`config.mk`:
```
export PLATFORM = sky130hd
export DESIGN_NAME = scrambler
export DESIGN_NICKNAME = d
export VERILOG_FILES = /design/src/rtl/scrambler.sv
export SDC_FILE = /design/constraint.sdc
export NUM_CORES = 1
export LEC_CHECK = 0
export ABC_AREA = 1
export CORE_MARGIN = 10
export CORE_UTILIZATION = 35
export DETAILED_ROUTE_END_ITERATION = 10
export GPL_ROUTABILITY_DRIVEN = 0
export HOLD_SLACK_MARGIN = 0.15
export PLACE_DENSITY = 0.53
export SKIP_CTS_REPAIR_TIMING = 1
export SLEW_MARGIN = 20
export SYNTH_ARGS = -nofsm -noshare
export SYNTH_HDL_FRONTEND = slang
export SYNTH_SLANG_ARGS = --single-unit
```
`constraint.sdc`:
```
create_clock -name i_clk -period 1.6 [get_ports i_clk]
set_input_delay 0.4 -clock i_clk [delete_from_list [all_inputs] [get_ports i_clk]]
set_output_delay 0.4 -clock i_clk [all_outputs]
set_load 0.1 [all_outputs]
```
`src/rtl/scrambler.sv`:
```
// Multiplicative (self-synchronising) scrambler: WS bits per word, MSB first, valid/ready on both sides.
// Optional macro SCRAMBLER_IDLE_FILL_EN inserts scrambled all-zero fill words whenever the input idles.
module scrambler #(
  parameter int            WS           = 7,
  parameter int            LN           = 31,
  parameter logic [LN-1:0] TAPS         = 31'h00_00_20_01,
  parameter logic [LN-1:0] INITIAL_FILL = {{(LN-1){1'b0}}, 1'b1}
) (
  input  logic          i_clk,
  input  logic          i_reset,
  input  logic          i_sync,
  input  logic          i_valid,
  output logic          o_ready,
  input  logic [WS-1:0] i_word,
  output logic          o_valid,
  input  logic          i_ready,
`ifdef SCRAMBLER_IDLE_FILL_EN
  output logic          o_fill,
`endif
  output logic [WS-1:0] o_word
);

  // Scrambled bits are shifted back into the register so the state tracks what the far end receives.
  function automatic logic [LN+WS-1:0] scramble(input logic [WS-1:0] w, input logic [LN-1:0] s_in);
    logic [LN-1:0] s;
    logic [WS-1:0] o;
    logic          b;
    s = s_in;
    o = '0;
    for (int k = WS - 1; k >= 0; k--) begin
      b    = w[k] ^ (^(s & TAPS));
      o[k] = b;
      s    = {b, s[LN-1:1]};
    end
    return {s, o};
  endfunction

  logic [LN-1:0] sreg_q, sreg_d;
  logic [WS-1:0] word_q, word_d;
  logic          vld_q, vld_d;
  logic          ready;
  logic          accept;
  logic          take;
  logic [WS-1:0] in_word;
  logic [LN-1:0] sreg_nx;
  logic [WS-1:0] word_nx;
`ifdef SCRAMBLER_IDLE_FILL_EN
  logic          fill_q, fill_d;
`endif

  always_comb begin
    ready   = (!vld_q || i_ready) && !i_sync;
    accept  = i_valid && ready;
`ifdef SCRAMBLER_IDLE_FILL_EN
    take    = ready;
    in_word = i_valid ? i_word : '0;
`else
    take    = accept;
    in_word = i_word;
`endif
    {sreg_nx, word_nx} = scramble(in_word, sreg_q);
  end

  // Output slot update: resync outranks a new word, which outranks a plain drain.
  always_comb begin
    sreg_d = sreg_q;
    word_d = word_q;
    vld_d  = vld_q;
`ifdef SCRAMBLER_IDLE_FILL_EN
    fill_d = fill_q;
`endif
    if (i_sync) begin
      sreg_d = INITIAL_FILL;
      vld_d  = 1'b0;
    end else if (take) begin
      sreg_d = sreg_nx;
      word_d = word_nx;
      vld_d  = 1'b1;
`ifdef SCRAMBLER_IDLE_FILL_EN
      fill_d = !accept;
`endif
    end else if (vld_q && i_ready) begin
      vld_d  = 1'b0;
    end
  end

  always_ff @(posedge i_clk or posedge i_reset) begin
    if (i_reset) begin
      sreg_q <= INITIAL_FILL;
      word_q <= '0;
      vld_q  <= 1'b0;
`ifdef SCRAMBLER_IDLE_FILL_EN
      fill_q <= 1'b0;
`endif
    end else begin
      sreg_q <= sreg_d;
      word_q <= word_d;
      vld_q  <= vld_d;
`ifdef SCRAMBLER_IDLE_FILL_EN
      fill_q <= fill_d;
`endif
    end
  end

  assign o_ready = ready;
  assign o_valid = vld_q;
  assign o_word  = word_q;
`ifdef SCRAMBLER_IDLE_FILL_EN
  assign o_fill  = fill_q;
`endif

endmodule

```
==> Yosys cells after proc, flatten, opt, wreduce, memory -nomap -nowiden <==
Cells that the tools add are included.
{ "op_classes": {"reduce_logical": 16, "n_mux": 5, "bitwise_logic": 8} }
{ "ops": {"columns": ["op", "n"], "rows": [
  ["parity 31 bit", 7],
  ["two-way mux 31 bit", 2],
  ["XOR 1 bit", 7],
  ["logical AND 1 bit", 3],
  ["two-way mux 1 bit", 3],
  ["nonzero test 3 bit", 1],
  ["zero test 1 bit", 2],
  ["AND reduction 2 bit", 1],
  ["nonzero test 2 bit", 1],
  ["logical OR 1 bit", 1],
  ["inverter 1 bit", 1]
]} }
{ "word_totals": {"wordCells": 32, "regBits": 39, "inputBits": 12} }

==> Depth between registers and ports, before layout <==
{ "depth": {"ltp_word": 6, "depth_mapped": 7, "depth_no_buf": 6} }

==> Least setup slack after synthesis <==
No wires, ideal clock.
{ "synth_timing": {"path_type": "reg2out", "from": "reg vld_q (netlist: o_valid)", "to": "out o_ready", "path_buffers": 0, "arrival_time_ps": 1691, "slack_ps": -491, "stages_incl_launch_ff": 4, "cell_sequence": "dfrtp_1 -> nand2_4 -> nand2_4 -> inv_1"} }
{ "synth_between": {"elab_chain_len": 3} }
{ "synth_lines": {"columns": ["element", "line_no", "rtl"], "rows": [
  ["from (decl)", "40", "logic vld_q, vld_d;"],
  ["from (signal assigned)", "98", "vld_q <= vld_d;"],
  ["zero test 1 bit", "52", "ready = (!vld_q || i_ready) && !i_sync;"],
  ["logical OR 1 bit", "52", null],
  ["logical AND 1 bit", "52", null],
  ["to (decl)", "13", "output logic o_ready,"]
]} }
No other way between the ends.

==> Final worst setup path <==
Same ends and word-level chain as after synthesis.

==> metrics.md <==
| Metric | Value |
|---|---|
| CTS tree | yes |
| Worst r2r src | o_valid$_DFFE_PP0P_ |
| DP Wirelength | 2670 um |
| Register area | 981 um2 |
| Final hold violations | 0 |
| Area of the multi-input gates | 694 um2 |
| Distinct cells, synth | 19 |
| Drt total wl | 3830 um |
| Diode count | 0 |
| Global-route wire length before repair | 7040 um |
| Remaining global-route overflow | 0 |
| Detailed Routing Iterations Pass 1 | 4 |
| Met1 global-route usage | 0.120 |
| Number of max-cap violations | 0 |
| HP Class | primary input to flop |
| Avg WL per Cell | 11.9 um |
| Reg clk slew, reported paths | 0.07 ns |
| CTS Root Cell | clkbuf_8 |
| Hold Path End | o_valid$_DFFE_PP0P_ |
| Initial antenna violation count | 0 |
| Final Core Density | 0.469 |
| Setup tns final | 0 ns |
| Area Growth Syn to Fin | 28.8% |
| Fmax | 637 MHz |
| Largest net degree at the start of global routing | 40 |
| Setup Skew | 0.00484 ns |
| Yosys reg bits | 39 |
| Crit path kind | flop to output port |
| Required time worst endpoint | 1.20 ns |
| Die area | 8670 um2 |
| Gr usage total | 0.0992 |
| Synth Area per Inst | 8.46 um2 |
| RR Endpoint | o_word[0]$_DFFE_PP0P_ |
| Total core area | 5140 um2 |
| Synth Cell Area | 1870 um2 |
| CTS Buffer Depth | 2 |
| Fill cell count | 532 |
| # clock sinks | 39 |
| R2R Setup Slk | 0.33 ns |
| Synthesis Warnings | 0 |
| Die W | 93.1 um |
| Met2 Use GR | 0.159 |
| Vias per inst | 4.57 |
| Worst-margin pin slew | 0.216 ns |
| Non-filler cells, final | 322 |
| Final min period | 1.57 ns |
| PwrDens | 1000 nW/um2 |
| Startpoint Class | flop |
| Critical path arrival | 1.17 ns |
| Syn Nets | 233 |
| Cts bufs inserted | 5 |
| Chip Height | 93.1 um |
| GR peak layer | met2 |
| Fin. max-slew vios | 0 |
| Fin nets | 264 |
| Cells after DPL | 313 |
| Met3 Usage GRT | 0.0328 |
| Worst vdd ir | 0.530 mV |
| Lkg Pwr | 1.25 nW |
| Hold path start | i_sync |
| Rel. slew slack | 0.856 |
| WHS | 0.350 ns |
| Antenna violation net count after detailed routing | 0 |
| Status | finished, final reports clean |
| Starting Density | 0.364 |
| H-tree depth | 2 |
| Max FO, Critical Path | 2 |
| Via count | 1472 |
| Number of global-route vias before repair | 1540 |
| Post-synthesis sequential area ratio | 0.522 |
| R2R cell count | 7 |
| Setup violators final | 0 |
| Ports | 21 |
| Kind of end point of the critical path | output port |
| Gate count of the mapped netlist | 221 |
| Ratio of cells with drive above 1 in the final layout | 0.171 |
| Tcrit/Tclk final | 0.982 |
| Worst-Skew Late Latency | 0.29 ns |
| DR iter-0 viols | 70 |
| Port bufs | 20 |
| Worst hold stages | 2 |
| DRC viols | 0 |
| Row cnt | 26 |
cells in the mapped netlist, drive strengths merged:
cell type	instances	share of area
a21oi	1	0.0027
buf	8	0.045
clkbuf	1	0.0074
dfrtp	38	0.51
dfstp	1	0.014
inv	26	0.054
nand2	84	0.18
nand3	53	0.16
nand4	1	0.0033
nor2	1	0.011
o21ai	7	0.019
flip-flops by register name, summed over array words and instances, names as in the netlist:
| register | count |
|---|---|
| o_valid | 1 |
| o_word | 7 |
| sreg_q | 31 |
worst max path at each step:
stage                                    from       to  slack (ns)  cells past startpoint
after floorplan           o_valid$_DFFE_PP0P_  o_ready       -0.05                      3
after global placement                 i_sync  o_ready       -0.14                      5
after detailed placement               i_sync  o_ready       -0.16                      5
after CTS                              i_sync  o_ready       -0.16                      5
after global routing      o_valid$_DFFE_PP0P_  o_ready      -0.006                      4
final                     o_valid$_DFFE_PP0P_  o_ready        0.03                      4
kinds of logic (layout without fill, tap and decap cells):
logic type	count (synthesis)	count (layout)	synth area share
buffers and inverters	35	66	0.106
AOI/OAI and AO/OA	8	8	0.0214
and+or+nand+nor	139	139	0.350
DFF	39	39	0.522
cell usage in the layout (no fill, tap or decap), drive strengths merged:
master	count
nand2	84
nor2	1
clkbuf	6
a21oi	1
nand4	1
dlymetal6s2s	2
clkdlybuf4s50	9
clkinvlp	1
dfstp	1
inv	25
dfrtp	38
buf	22
o21ai	7
clkinv	1
nand3	53
power by group:
group	switching (W)	total (W)	internal, W	leakage (nW)
sequential	0.0000544	0.00110	0.00105	0.520
combinational	0.000402	0.000639	0.000237	0.680
clock	0.000333	0.000671	0.000338	0.0470
layout make-up:
cell class              instances  share of cell area
flip-flops and latches         39               0.407
multi-input cells             147               0.288
repair buffers                 33               0.189
inverters                      26              0.0431
well taps                      70              0.0363
clock buffers                   6              0.0343
clock inverters                 1             0.00208
critical path, stage by stage, from the launching register on:
cell	delay, ns
dfrtp_4	0.49
nand2_4	0.09
nand2_4	0.06
clkinvlp_4	0.07
buf_12	0.17
per-stage QoR:
step | cell area [um2] | setup WS, ns | power (W)
2_1_floorplan | 1880 | -0.0473 | 0.00151
3_3_place_gp | 2300 | -0.143 | 0.00176
3_5_place_dp | 2300 | -0.158 | 0.00177
4_1_cts | 2390 | -0.161 | 0.00245
5_1_grt | 2410 | -0.00648 | 0.00253
6_report | 2410 | 0.0292 | 0.00241
metal layers:
| metal | routed length (um) | vias up | share of wire |
|---|---|---|---|
| li1 | - | 765 | - |
| met1 | 1830 | 684 | 0.48 |
| met2 | 1810 | 17 | 0.47 |
| met3 | 145 | 6 | 0.038 |
| met4 | 58 | 0 | 0.015 |
| met5 | 0 | - | 0 |
(Power assumes the default switching activity.)
